File: src/rtl/wgt_pkg.sv
`default_nettype none
// +--------------------------------------------------------------------------+
// | wgt_pkg : shared types/constants for the weight RF loader slice.         |
// | Optional feature macro: WGT_LDR_STALL_CNT_EN.  Rev 1.0                   |
// +--------------------------------------------------------------------------+
package wgt_pkg;

    localparam int WGT_DATA_WIDTH  = 8;
    localparam int WGT_BUFFER_SIZE = 27;
    localparam int WGT_NUM_FILTERS = 32;
    localparam int WGT_REUSE_W     = 8;

    localparam int BEAT_W = $clog2(WGT_BUFFER_SIZE);
    localparam int LANE_W = WGT_NUM_FILTERS * WGT_DATA_WIDTH;

    typedef enum logic [1:0] {
        IDLE   = 2'd0,
        LOAD   = 2'd1,
        ROTATE = 2'd2
    } wgt_state_e;

    // Keeps counter widths legal for degenerate depths of 1.
    function automatic int clog2_min1(input int n);
        return (n <= 1) ? 1 : $clog2(n);
    endfunction

endpackage
`default_nettype wire

File: src/rtl/wgt_ldr_stall_ctr.sv
`default_nettype none
// +--------------------------------------------------------------------------+
// | wgt_ldr_stall_ctr : saturating stall counter, built only when            |
// | WGT_LDR_STALL_CNT_EN is defined.  Rev 1.0                                |
// +--------------------------------------------------------------------------+
module wgt_ldr_stall_ctr #(
    parameter int CNT_W = 16
) (
    input  logic             clk,
    input  logic             rst_n,
    input  logic             i_clr,
    input  logic             i_inc,
    output logic [CNT_W-1:0] o_count
);

    localparam logic [CNT_W-1:0] c_one = CNT_W'(1);

    logic [CNT_W-1:0] count_q;
    logic [CNT_W-1:0] count_d;

    always_comb begin
        count_d = count_q;
        if (i_clr) begin
            count_d = '0;
        end else if (i_inc && (count_q != '1)) begin
            count_d = count_q + c_one;
        end
    end

    always_ff @(posedge clk or negedge rst_n) begin
        if (!rst_n) begin
            count_q <= '0;
        end else begin
            count_q <= count_d;
        end
    end

    assign o_count = count_q;

endmodule
`default_nettype wire

File: src/rtl/wgt_rf_loader.sv
`default_nettype none
// +--------------------------------------------------------------------------+
// | wgt_rf_loader : fills NUM_FILTERS weight shift RFs, then recirculates    |
// | them for cfg_reuse passes. Macro WGT_LDR_STALL_CNT_EN adds stall_cnt.    |
// | Rev 1.0                                                                  |
// +--------------------------------------------------------------------------+
module wgt_rf_loader
    import wgt_pkg::*;
#(
    parameter int DATA_WIDTH  = WGT_DATA_WIDTH,
    parameter int BUFFER_SIZE = WGT_BUFFER_SIZE,
    parameter int NUM_FILTERS = WGT_NUM_FILTERS,
    parameter int REUSE_W     = WGT_REUSE_W
) (
    input  logic                              clk,
    input  logic                              rst_n,
    input  logic                              cfg_start,
    input  logic [REUSE_W-1:0]                cfg_reuse,
    input  logic                              cfg_abort,
    input  logic                              s_valid,
    output logic                              s_ready,
    input  logic [NUM_FILTERS*DATA_WIDTH-1:0] s_data,
    input  logic                              compute_en,
    output logic                              select_wgt,
    output logic                              wgt_RF_shift_en,
    output logic [NUM_FILTERS*DATA_WIDTH-1:0] wgt_data,
    output logic                              busy,
    output logic                              load_done,
    output logic                              done
`ifdef WGT_LDR_STALL_CNT_EN
    ,
    output logic [15:0]                       stall_cnt
`endif
);

    localparam int c_beat_w = clog2_min1(BUFFER_SIZE);
    localparam int c_lane_w = NUM_FILTERS * DATA_WIDTH;

    localparam logic [c_beat_w-1:0] c_last_beat = c_beat_w'(BUFFER_SIZE - 1);
    localparam logic [c_beat_w-1:0] c_beat_one  = c_beat_w'(1);
    localparam logic [REUSE_W-1:0]  c_reuse_one = REUSE_W'(1);

    wgt_state_e           state_q,      state_d;
    logic [c_beat_w-1:0]  beat_cnt_q,   beat_cnt_d;
    logic [REUSE_W-1:0]   pass_cnt_q,   pass_cnt_d;
    logic [REUSE_W-1:0]   reuse_q,      reuse_d;
    logic                 select_wgt_q, select_wgt_d;
    logic                 shift_en_q,   shift_en_d;
    logic [c_lane_w-1:0]  wgt_data_q,   wgt_data_d;
    logic                 load_done_q,  load_done_d;
    logic                 done_q,       done_d;

    always_comb begin
        state_d      = state_q;
        beat_cnt_d   = beat_cnt_q;
        pass_cnt_d   = pass_cnt_q;
        reuse_d      = reuse_q;
        select_wgt_d = select_wgt_q;
        wgt_data_d   = wgt_data_q;
        shift_en_d   = 1'b0;
        load_done_d  = 1'b0;
        done_d       = 1'b0;

        // Abort overrides everything, including the strobe the current
        // beat/compute_en would otherwise have produced.
        if (cfg_abort) begin
            state_d = IDLE;
        end else begin
            case (state_q)
                IDLE: begin
                    if (cfg_start) begin
                        state_d    = LOAD;
                        reuse_d    = (cfg_reuse == '0) ? c_reuse_one : cfg_reuse;
                        beat_cnt_d = '0;
                        pass_cnt_d = '0;
                    end
                end
                LOAD: begin
                    if (s_valid) begin
                        shift_en_d   = 1'b1;
                        select_wgt_d = 1'b1;
                        wgt_data_d   = s_data;
                        if (beat_cnt_q == c_last_beat) begin
                            beat_cnt_d  = '0;
                            load_done_d = 1'b1;
                            state_d     = ROTATE;
                        end else begin
                            beat_cnt_d = beat_cnt_q + c_beat_one;
                        end
                    end
                end
                ROTATE: begin
                    if (compute_en) begin
                        shift_en_d   = 1'b1;
                        select_wgt_d = 1'b0;
                        if (beat_cnt_q == c_last_beat) begin
                            beat_cnt_d = '0;
                            pass_cnt_d = pass_cnt_q + c_reuse_one;
                            if (pass_cnt_q == (reuse_q - c_reuse_one)) begin
                                done_d  = 1'b1;
                                state_d = IDLE;
                            end
                        end else begin
                            beat_cnt_d = beat_cnt_q + c_beat_one;
                        end
                    end
                end
                default: begin
                    state_d = IDLE;
                end
            endcase
        end
    end

    always_ff @(posedge clk or negedge rst_n) begin
        if (!rst_n) begin
            state_q      <= IDLE;
            beat_cnt_q   <= '0;
            pass_cnt_q   <= '0;
            reuse_q      <= '0;
            select_wgt_q <= 1'b0;
            shift_en_q   <= 1'b0;
            wgt_data_q   <= '0;
            load_done_q  <= 1'b0;
            done_q       <= 1'b0;
        end else begin
            state_q      <= state_d;
            beat_cnt_q   <= beat_cnt_d;
            pass_cnt_q   <= pass_cnt_d;
            reuse_q      <= reuse_d;
            select_wgt_q <= select_wgt_d;
            shift_en_q   <= shift_en_d;
            wgt_data_q   <= wgt_data_d;
            load_done_q  <= load_done_d;
            done_q       <= done_d;
        end
    end

    assign s_ready         = (state_q == LOAD);
    assign busy            = (state_q != IDLE);
    assign select_wgt      = select_wgt_q;
    assign wgt_RF_shift_en = shift_en_q;
    assign wgt_data        = wgt_data_q;
    assign load_done       = load_done_q;
    assign done            = done_q;

`ifdef WGT_LDR_STALL_CNT_EN
    logic stall_clr;
    logic stall_inc;

    assign stall_clr = (state_q == IDLE) && cfg_start && !cfg_abort;
    assign stall_inc = (state_q == LOAD) && !s_valid;

    wgt_ldr_stall_ctr #(
        .CNT_W (16)
    ) u_stall_ctr (
        .clk     (clk),
        .rst_n   (rst_n),
        .i_clr   (stall_clr),
        .i_inc   (stall_inc),
        .o_count (stall_cnt)
    );
`endif

endmodule
`default_nettype wire

File: config.mk
export PLATFORM = sky130hd
export DESIGN_NAME = wgt_rf_loader
export DESIGN_NICKNAME = d
export VERILOG_FILES = /design/src/rtl/wgt_pkg.sv /design/src/rtl/wgt_ldr_stall_ctr.sv /design/src/rtl/wgt_rf_loader.sv
export SDC_FILE = /design/constraint.sdc
export NUM_CORES = 1
export LEC_CHECK = 0
export ABC_AREA = 0
export ABC_CLOCK_PERIOD_IN_PS = 5800
export CAP_MARGIN = 20
export CELL_PAD_IN_SITES_DETAIL_PLACEMENT = 1
export CELL_PAD_IN_SITES_GLOBAL_PLACEMENT = 2
export CORE_AREA = 2 2 208 210
export CTS_CLUSTER_SIZE = 30
export DETAILED_ROUTE_END_ITERATION = 7
export DIE_AREA = 0 0 210 212
export PLACE_DENSITY_LB_ADDON = 0.12
export SLEW_MARGIN = 15
export SYNTH_ARGS = -nofsm -noshare
export SYNTH_HDL_FRONTEND = slang
export SYNTH_HIERARCHICAL = 1
export SYNTH_SLANG_ARGS = --single-unit
export TNS_END_PERCENT = 1
File: constraint.sdc
create_clock -name clk -period 5.8 [get_ports clk]
set_clock_uncertainty 0.1 [all_clocks]
set_input_delay 0.87 -clock clk [delete_from_list [all_inputs] [get_ports clk]]
set_output_delay 0.87 -clock clk [all_outputs]
set_load 0.01 [all_outputs]
; ---- Word-level counts from Yosys, hierarchy flattened
; Index checks and enable logic that the tools add are counted.
[totals]
ff_bits = 283
input_bits = 270
out_inout_bits = 262
word_cells = 73
[classes]
n_eq_ne = 14
bitwise_logic = 1
mux = 34
n_addsub = 3
n_reduce_logical = 12
[op_table]
columns = op, n
row1 = two-way mux 8 bit, 4
row2 = two-way mux 5 bit, 4
row3 = case mux 8 bit (2 select lines), 1
row4 = != test 3 bit (second input constant), 5
row5 = case mux 5 bit (3 select lines), 1
row6 = two-way mux 1 bit, 14
row7 = two-way mux 2 bit, 7
row8 = AND reduction 5 bit, 2
row9 = adder 8 x 1 -> 8 bit (second input constant), 1
row10 = == test 8 bit, 1
row11 = zero test 8 bit, 1
row12 = != test 2 bit (second input constant), 4
row13 = subtractor 8 x 1 -> 8 bit (second input constant), 1
row14 = case mux 2 bit (3 select lines), 1
row15 = AND reduction 3 bit, 2
row16 = AND reduction 6 bit, 1
row17 = nonzero test 2 bit, 3
row18 = adder 5 x 1 -> 5 bit (second input constant), 1
row19 = == test 5 bit (second input constant), 1
row20 = case mux 1 bit (2 select lines), 2
row21 = AND reduction 4 bit, 1
row22 = != test 3 x 2 -> 1 bit (second input constant), 1
row23 = nonzero test 3 bit, 1
row24 = == test 2 x 1 -> 1 bit (second input constant), 1
row25 = 3 further kinds, 3

; ---- Logic depth before layout (Yosys ltp)
[depth]
ltp_word = 7
depth_mapped = 9
depth_no_buf = 8

; ---- Least setup slack after synthesis
; Ideal clock, no wire load.
[synth_path]
path_type = reg2reg
from = reg reuse_q[2]
to = reg state_q[0]
path_buffers = 0
required_ns = 5.621
stages_incl_launch_ff = 7
setup_ns = 0.079
period_less_slack_ns = 2.626
t_arrival_ns = 2.446
slack_ns = 3.174
cell_sequence = dfrtp_1 or4_4 or4_1 a2111oi_2 o2111ai_1 a221oi_2 mux2i_1
[synth_between]
elab_chain_len = 4
[synth_lines]
columns = item, line
row1 = start: declaration, wgt_rf_loader.sv:46  ; logic [REUSE_W-1:0] reuse_q, reuse_d;
row2 = start signal: assignment, wgt_rf_loader.sv:130  ; reuse_q <= reuse_d;
row3 = subtractor 8 x 1 -> 8 bit, wgt_rf_loader.sv:99  ; if (pass_cnt_q == (reuse_q - c_reuse_one)) begin
row4 = == test 8 bit, wgt_rf_loader.sv:99
row5 = != test 3 bit (no line), n/a
row6 = AND reduction 6 bit (no line), n/a
row7 = end signal: assignment, wgt_rf_loader.sv:127  ; state_q <= state_d;
row8 = end: declaration, wgt_rf_loader.sv:43  ; wgt_state_e state_q, state_d;
; Every way passes these cells.
; A chain may end at the register's enable or synchronous reset.

; ---- Final worst setup path
; Ends and elaborated chain as after synthesis.

==> summary.md <==
| Metric | Value |
|---|---|
| Initial antenna violation count | 4 |
| Synth cell types | 37 |
| Final setup margin | between 2 and 3 ns |
| Largest net degree at the start of global routing | about 100 |
| RD Place Congestion | ~0.73 |
| Initial DRC count | just under 200 |
| CP startpoint kind | flip-flop |
| Setup TNS | 0 ns |
| Reg2reg end | state_q[0] |
| Final Hold Viols | 0 |
| Grt total ovfl | 0 |
| Post-route cell area | approximately 0.018 sq mm |
| Least-Margin Pin Slew | approximately 0.97 ns |
| Power Dens Cells | around 530 mW/mm^2 |
| R2R Path Start | reuse_q[2] |
| Setup bufs post-CTS | 0 |
| Cells after synthesis | 702 |
| Ports | approximately 530 |
| Async S/R FF share, synth | 1.00 |
| Routed Antenna Nets | 0 |
| Layout cells sized above 1 | 0.258 |
| Fin nets | approximately 1.5k |
| H-tree depth | 2 |
| Drt wl/cell | ~21 um |
| Die Ht | around 210 um |
| Num Clock Sinks | about 280 |
| Worst R2R Setup Slack | around 2.8 ns |
| I/O Buffers | approximately 530 |
| Crit-path cells | or4_4, or4_1, a2111oi_2, o2111ai_1, a221oi_2, mux2i_1 |
| Leakage power | 7.60 nW |
| CP Max Fanout | 7 |
| Vias per cell | roughly 4.4 |
| Yosys reg bits | 283 |
| Drt first pass iters | 4 |
| Synthesis-to-finish area growth | 64.6% |
| DR vias | 7969 |
| Worst slack at placement | about 2.1 ns |
| Synthesized net count | 981 |
| Fin crit period | ~3 ns |
| DIE WIDTH | roughly 210 um |
| Initial Util | 0.259 |
| Max Cap Violations | 0 |
| GRT Resource Usage Total | 0.171 |
| Hold_buf cts | 0 |
| Clock transition at the registers of the reported paths | about 0.05 ns |
| Dpl hpwl | approximately 30 mm |
| RSZ-0062 raised after global routing | no |
| CTS tree | done |
| VDD IR max | 0.205 mV |
| R2R depth | 6 |
| Routed wire length | 38.8 mm |
| Worst-Skew Late Latency | 0.52 ns |
| Worst endpoint required time | approximately 6.1 ns |
| Number of global-route vias before repair | 8633 |
| DRC | 0 |
| CTS Buf Count | 36 |
| Row cnt | 76 |
| Outcome | finished, final reports clean |
| Post_cts resized | 0 |
| Slew HR | 0.355 |
| First-pass GRT wire length | approximately 56 mm |
| Post-synth EDFFs | 0 |
| Final std cells w/o fill | roughly 1.8k |
| CP endpoint kind | flip-flop |
| Synth Warn # | 6 |
| Syn Std Cell Area | between 0.01 and 0.015 sq mm |
| Ys flop type | dfrtp_1 |
| Arrival time worst endpoint | between 3 and 4 ns |
| Die area | 0.0445 sq mm |
| Critical path's largest stage delay | 0.58 ns |
| Worst path top cell family by delay | compound AO/OA/AOI/OAI gates |
| Worst Hold Class | in -> async |
| Min Hold Slack | just over 0.2 ns |
| CTS root buf | clkbuf_16 |
| Dpl cells | ~1.8k |
| Syn Area/Cell | 15.7 sq um |
| Core area | roughly 0.043 sq mm |
| # setup viols final | 0 |
| CP max stage cell | or4_4 |
| Sequential area share after synthesis | 0.644 |
| Maximum clock path buffer count | 3 |
| Final period utilization | 0.522 |
| Fmax | about 330 MHz |
| Fin. max-slew vios | 0 |
| Critical path buffers and inverters | 0 |
| Crit Path Class | reg -> reg |
| Placed cell areas | 0.0170 sq mm |
-- Yosys cell counts (4+ instances only) --
| library cell | n | area [sq um] |
|---|---|---|
| a21oi_1 | 4 | 20.0 |
| clkbuf_1 | 33 | 124 |
| dfrtp_1 | 283 | 7080 |
| ha_1 | 9 | 113 |
| inv_1 | 10 | 37.5 |
| mux2_2 | 263 | 2960 |
| nand2_1 | 9 | 33.8 |
| nand2b_1 | 7 | 43.8 |
| nand3_1 | 7 | 35.0 |
| nor2_1 | 11 | 41.3 |
| nor3_1 | 6 | 30.0 |
| o21ai_0 | 10 | 50.1 |
| o31ai_1 | 5 | 37.5 |
| xnor2_1 | 8 | 70.1 |
| xor2_1 | 6 | 52.6 |
-- power breakdown --
| part | switching, W | internal (W) | leakage [nW] | total [W] |
|---|---|---|---|---|
| sequential | 0.000503 | 0.00292 | 3.43 | 0.00342 |
| clock | 0.000848 | 0.00128 | 0.548 | 0.00213 |
| combinational | 0.00154 | 0.00248 | 3.62 | 0.00402 |
| total | 0.00289 | 0.00667 | 7.60 | 0.00956 |
-- placed cells by master (no fill, tap or decap), types with 2 or more instances in the layout --
master / count
a211oi_1: 3
a21oi_1: 4
and3_1: 3
buf_12: 4
buf_4: 3
clkbuf_1: 10
clkbuf_16: 37
clkbuf_8: 9
clkdlybuf4s50_1: 530
clkinv_2: 3
dfrtp_1: 283
diode_2: 3
ha_1: 9
inv_1: 10
mux2_2: 263
mux2i_1: 3
nand2_1: 9
nand2b_1: 7
nand3_1: 7
nand4_1: 2
nor2_1: 11
nor3_1: 6
nor4_1: 2
o21ai_0: 10
o221ai_1: 2
o31ai_1: 5
xnor2_1: 8
xor2_1: 6
-- sequential cells by signal (all words and copies together) (netlist names) --
register	flops
reuse_q	8
done	1
wgt_data	256
state_q	2
wgt_RF_shift_en	1
load_done	1
select_wgt	1
beat_cnt_q	5
pass_cnt_q	8
-- per-stage QoR --
step / util / total power, W
after floorplan: - / 0.00494
after global placement: 0.399 / 0.00747
after detailed placement: 0.399 / 0.00753
after CTS: 0.426 / 0.00975
after global routing: 0.426 / 0.0101
final: 0.426 / 0.00956
-- worst max path at each step --
stage	start	end	slack [ns]	depth (start not counted)
detailed placement	cfg_abort	pass_cnt_q[5]	2.08	7
global placement	cfg_abort	pass_cnt_q[7]	2.22	7
finish	reuse_q[2]	state_q[0]	2.77	6
global route	beat_cnt_q[0]	state_q[0]	2.53	7
floorplan	reuse_q[2]	state_q[0]	3.17	6
CTS	cfg_abort	pass_cnt_q[5]	2.63	7
-- per-layer routing --
metal / track usage / vias up / share of wire
met5: 0 / - / 0.00028
met2: 0.301 / 322 / 0.51
met4: 0.0506 / 2 / 0.021
met3: 0.0833 / 54 / 0.11
met1: 0.182 / 4021 / 0.36
li1: - / 3570 / -
-- cell type report --
cell class,count,area [sq um]
fill,4369,24400
tap,546,683
antenna,3,7.51
clock buffer,56,1090
multi-input combinational,376,3750
clock inverter,4,23.8
inverter,10,37.5
sequential,283,7080
timing repair buffer,538,5420
-- cell families after synthesis --
kind of cell,share of synthesized area
AOI/OAI and AO/OA,0.0209
xor gates and xnor gates,0.0112
adders and majority gates,0.0102
buffers and inverters,0.0147
DFF,0.644
muxes,0.272
and+or+nand+nor,0.0267
Note: power is estimated with default switching activity, not from simulation.
==> variant 1: new RTL, same flow settings <==
`WGT_BUFFER_SIZE`: 27 -> 54.
--- a/src/rtl/wgt_pkg.sv
+++ b/src/rtl/wgt_pkg.sv
@@ -7,5 +7,5 @@
 
     localparam int WGT_DATA_WIDTH  = 8;
-    localparam int WGT_BUFFER_SIZE = 27;
+    localparam int WGT_BUFFER_SIZE = 54;
     localparam int WGT_NUM_FILTERS = 32;
     localparam int WGT_REUSE_W     = 8;
Behaviour: same outputs for any inputs over 4 cycles, from zero or initial values and one cycle with rst_n low; that may be too few to reach the edited logic, so the function may still have changed.
==> variant 1 against the original RTL <==
Sequential cell count is 1 higher. Wire length is 0.28% lower. Final area is 0.54% higher. Register-to-register slack better by 0.31 ns. Worst setup slack better by 0.16 ns. Non-clock buffer count is 1 higher. Area after synthesis is 0.98% higher. Sequential share of layout area is 0.072 points lower. Total power is 0.58% higher. Global-route usage is 0.068 points higher. Count of clock-buffer cells in the layout is 4 lower. Hold slack better by 0.093 ns.
==> variant 1: results (changes against the original RTL) <==
Logic synthesis
  • Xor/xnor cell area share of the yosys netlist: 0.0103 (-0.000897)
  • Fraction of the yosys area taken by sequential cells: 0.640 (-0.00399)
  • Post-synthesis cell type count: 43 (+16%)
  • Mean instance size in the synthesized netlist: 15.6 um2 (-0.44%)
  • Synth cell count leaders: sky130_fd_sc_hd__dfrtp_1 (284), sky130_fd_sc_hd__mux2_2 (264), sky130_fd_sc_hd__clkbuf_1 (20)
  • Compound-gate portion of the synthesized area: 0.0198 (-0.00110)
  • Number of nets produced by synthesis: 991 (+1.0%)
  • Synth Area in Adders: 0.0101 (-0.0000993)
  • Synth top area cells: sky130_fd_sc_hd__dfrtp_1 (64%), sky130_fd_sc_hd__mux2_2 (27%), sky130_fd_sc_hd__ha_1 (1.0%)
  • Share of synthesized area spent on multiplexers: 0.270 (-0.00252)

Critical path
  • Arrival time reported for the critical path endpoint: 1.90 ns (-1.47 ns)
  • Library cell contributing the largest single delay on the critical path: sky130_fd_sc_hd__clkdlybuf4s50_1
  • Highest cell delay on the worst timing path: 0.52 ns (-0.06 ns)
  • Largest driver fanout on the critical path: 5 (-2)
  • Gate family responsible for the most delay along the worst path: buffers and inverters

GRT
  • Largest net degree at the start of global routing: 116 (+12%)
  • Global Route met3 Usage: 0.0815 (-0.00177)
  • Met1 capacity usage during global routing: 0.175 (-0.00707)
  • Global routing usage on met2: 0.310 (+0.00928)
  • Total global routing track utilization: 0.172 (+0.000679)
  • Vias in the first global route: 8905 (+3.2%)
  • Wire length of the first global-routing pass: 56.7 mm (+1.1%)
  • Initial antenna violation count: 5 (+1)

Power and ir drop
  • VDD IR max: 0.330 mV (+61%)
  • Leakage power: 7.66 nW (+0.78%)

Placed design
  • Weighted congestion at the end of routability-driven global placement: 0.717 (-1.8%)
  • Total half-perimeter wirelength after legalization and detailed placement: 29.1 mm (-0.97%)

Clocking
  • Total CTS buffers: 35 (-2.8%)

Final layout
  • Number of nets at the end of the flow: 1534 (+0.66%)
  • Layout cells sized above 1: 0.259 (+0.00111)
  • Number of standard cells in the final layout excluding fillers: 1825 (+0.50%)
  • Count of fill cells added during filler insertion: 4357 (-0.27%)

Timing
  • Relative slew slack: 0.451 (+0.0955)

Drt
  • Initial DRC Count: 196 (-1.5%)
  • Met2 wire len: 20.0 mm (+1.3%)
  • Average detailed-routed wire length per instance: 21.2 um (-0.78%)
  • Routed length on met1: 13.6 mm (-2.7%)
  • Vias after detailed routing: 8008 (+0.49%)
  • Amount of wire on met3 after detailed routing: 4.15 mm (-2.0%)

Outcome
  • Outcome: complete, no violations
==> variant 1: cell types whose count changed after synthesis, moves of 2 or more <==
cell / change
sky130_fd_sc_hd__a22o_1: +3
sky130_fd_sc_hd__clkbuf_1: -13
sky130_fd_sc_hd__o21ai_1: +4
sky130_fd_sc_hd__nor2b_1: +4
sky130_fd_sc_hd__nor2_1: +2
sky130_fd_sc_hd__nand2b_1: +4
sky130_fd_sc_hd__o21ai_0: -2
sky130_fd_sc_hd__buf_2: +12
sky130_fd_sc_hd__o31ai_1: -3
==> variant 1: stage by stage <==
| stage | instance area [um2] | setup slack, ns | utilization |
|---|---|---|---|
| 2_1_floorplan | 11100 | 3.36 | - |
| 3_3_place_gp | 17100 | 2.51 | 0.401 |
| 3_5_place_dp | 17100 | 2.47 | 0.401 |
| 4_1_cts | 18200 | 2.87 | 0.428 |
| 5_1_grt | 18200 | 2.81 | 0.428 |
| 6_report | 18200 | 2.93 | 0.428 |
==> variant 1: kinds of logic after synthesis <==
kind of cell    after synthesis
compound gates               30
simple gates                 67
flops                       284
fa+ha+maj                     9
xor+xnor                     13
mux                         266
buf+inv                      43
==> variant 1: path summary, 6_finish.rpt <==
path                          startpoint             to  slack (ns)  cells past startpoint
setup / recovery              state_q[0]           busy        2.93                      4
hold / removal                     rst_n  wgt_data[119]        0.30                      1
setup reg to reg              state_q[0]  beat_cnt_q[3]        3.08                      8
hold reg to reg            beat_cnt_q[5]  beat_cnt_q[5]        0.40                      1
max in group asynchronous          rst_n   wgt_data[44]        4.13                      2
min in group clk           beat_cnt_q[5]  beat_cnt_q[5]        0.40                      1
==> variant 1: worst register-to-register path, stage by stage, from the launching register on <==
cell                       delay [ns]
sky130_fd_sc_hd__dfrtp_1         0.43
sky130_fd_sc_hd__inv_1           0.09
sky130_fd_sc_hd__ha_1            0.37
sky130_fd_sc_hd__nor2b_1         0.22
sky130_fd_sc_hd__or3b_1          0.36
sky130_fd_sc_hd__or3_1           0.47
sky130_fd_sc_hd__or2_4           0.35
sky130_fd_sc_hd__nand2b_1        0.15
sky130_fd_sc_hd__o21ai_1         0.12
==> variant 1: power by group <==
group	internal (W)	switching (W)	leakage, nW
clock network	0.00132	0.000847	0.565
logic	0.00249	0.00155	3.64
registers	0.00292	0.000497	3.45
total	0.00672	0.00290	7.66
==> variant 1: area by class of cell <==
type	count	area (um2)	area share
Sequential cell	284	7110	0.391
Timing Repair Buffer	539	5420	0.298
Tap cell	546	683	0.0375
Antenna cell	2	5.00	0.000275
Clock inverter	7	60.1	0.00330
Multi-Input combinational cell	385	3810	0.210
Inverter	10	37.5	0.00206
Clock buffer	52	1070	0.0589
==> variant 2: new RTL, same settings <==
Without the edit above. Make the reset (`rst_n`) synchronous in one clocked block.
--- a/src/rtl/wgt_rf_loader.sv
+++ b/src/rtl/wgt_rf_loader.sv
@@ -113,5 +113,5 @@
     end
 
-    always_ff @(posedge clk or negedge rst_n) begin
+    always_ff @(posedge clk) begin
         if (!rst_n) begin
             state_q      <= IDLE;
Function: differs if rst_n is asserted again (counterexample within 4 cycles, from zero or initial values and one cycle with rst_n low); with rst_n held inactive, the same outputs for 4 cycles.
==> variant 2 against the original RTL <==
Worst setup slack improved by 0.17 ns. Sequential share of layout area fell by 6.1 points. Global-route usage rose by 1.9 points. Wire length rose by 13%. Die area did not move. Largest cell class unchanged. Highest routed layer unchanged. Critical path depth fell by 2. Hold slack improved by 0.14 ns. Sequential cell count did not move. Critical path type is now flip-flop to output pin. Final area fell by 5.3%. Cell count rose by 29%. Area after synthesis fell by 7.2%.
Power is not compared: it rests on default switching activity, and its combinational part moved more than twofold at a synthesized area within 25%.
==> variant 2: results (changes against the original RTL) <==
Drt
  • Met2 wire len: 21.4 mm (+8.7%)
  • Avg Vias per Cell: 4.41 (+0.52%)
  • Average detailed-routed wire length per instance: 18.7 um (-12%)

Critical path
  • Launching point of the worst reg2reg path: state_q[1]
  • Gate family responsible for the most delay along the worst path: buffers and inverters
  • RR Endpoint: wgt_data[179]
  • Crit path from: state_q[0]
  • Arrival time reported for the critical path endpoint: 1.89 ns (-1.48 ns)
  • Flop-to-flop setup slack: 3.22 ns (+0.45 ns)
  • Highest cell delay on the worst timing path: 0.54 ns (-0.04 ns)
  • Setup crit end: busy

Placed design
  • Total half-perimeter wirelength after legalization and detailed placement: 31.2 mm (+6.2%)
  • Placement-stage cell area: 15900 um2 (-6.2%)

Logic synthesis
  • Post-Synthesis Cells: 1282 (+83%)
  • Synth cell count leaders: sky130_fd_sc_hd__nand2_1 (526), sky130_fd_sc_hd__dfxtp_1 (283), sky130_fd_sc_hd__a21oi_1 (262)
  • Synth top area cells: sky130_fd_sc_hd__dfxtp_1 (56%), sky130_fd_sc_hd__nand2_1 (19%), sky130_fd_sc_hd__a21oi_1 (13%)
  • Number of nets produced by synthesis: 1560 (+59%)
  • Share of synthesized area spent on multiplexers: 0.00981 (-0.262)
  • Synth Area in Adders: 0.00981 (-0.000434)
  • Fraction of the yosys area taken by sequential cells: 0.555 (-0.0890)

GRT
  • Largest net degree at the start of global routing: 191 (+84%)
  • Total global routing track utilization: 0.191 (+0.0194)
  • Initial antenna violation count: 6 (+2)
  • Wire length of the first global-routing pass: 64.7 mm (+15%)

Final layout
  • Number of nets at the end of the flow: 2049 (+34%)
  • Diodes inserted: 4 (+1)
  • Count of multi-input combinational gates: 899 (+140%)
  • Number of non-clock inverters in the layout: 12 (+2)
  • Number of standard cells in the final layout excluding fillers: 2346 (+29%)
  • Area overhead of the layout relative to synthesis: 67.9%

Timing
  • Post-route worst hold slack: 0.350 ns (+0.144 ns)
  • Transition time at the pin with the least slew margin: 0.995 ns (+0.0280 ns)
  • Post-layout min period: 2.86 ns (-0.170 ns)

Outcome
  • Outcome: complete, no violations

Clocking
  • Total CTS buffers: 37 (+2.8%)
## variant 2: cell count changes after synthesis, moves of 16 or more
cell / before / now
sky130_fd_sc_hd__dfrtp_1: 283 / 0
sky130_fd_sc_hd__nor2_1: 11 / 27
sky130_fd_sc_hd__dfxtp_1: 0 / 283
sky130_fd_sc_hd__nand2_1: 9 / 526
sky130_fd_sc_hd__buf_2: 0 / 41
sky130_fd_sc_hd__a21oi_1: 4 / 262
sky130_fd_sc_hd__mux2_2: 263 / 0
## variant 2: power by group through the flow
stage,clock (W),sequential (W),combinational [W]
6_report,0.00225,0.00200,0.000436
5_1_grt,0.00242,0.00201,0.000473
4_1_cts,0.00235,0.00200,0.000444
3_5_place_dp,0,0.00204,0.000441
3_3_place_gp,0,0.00204,0.000437
2_1_floorplan,0,0.00206,0.000128
## variant 2: routing by layer
metal,GRT usage,vias to the layer above
met3,0.0775,53
met2,0.324,332
met1,0.217,4840
met4,0.0636,4
li1,-,5119
met5,0,-
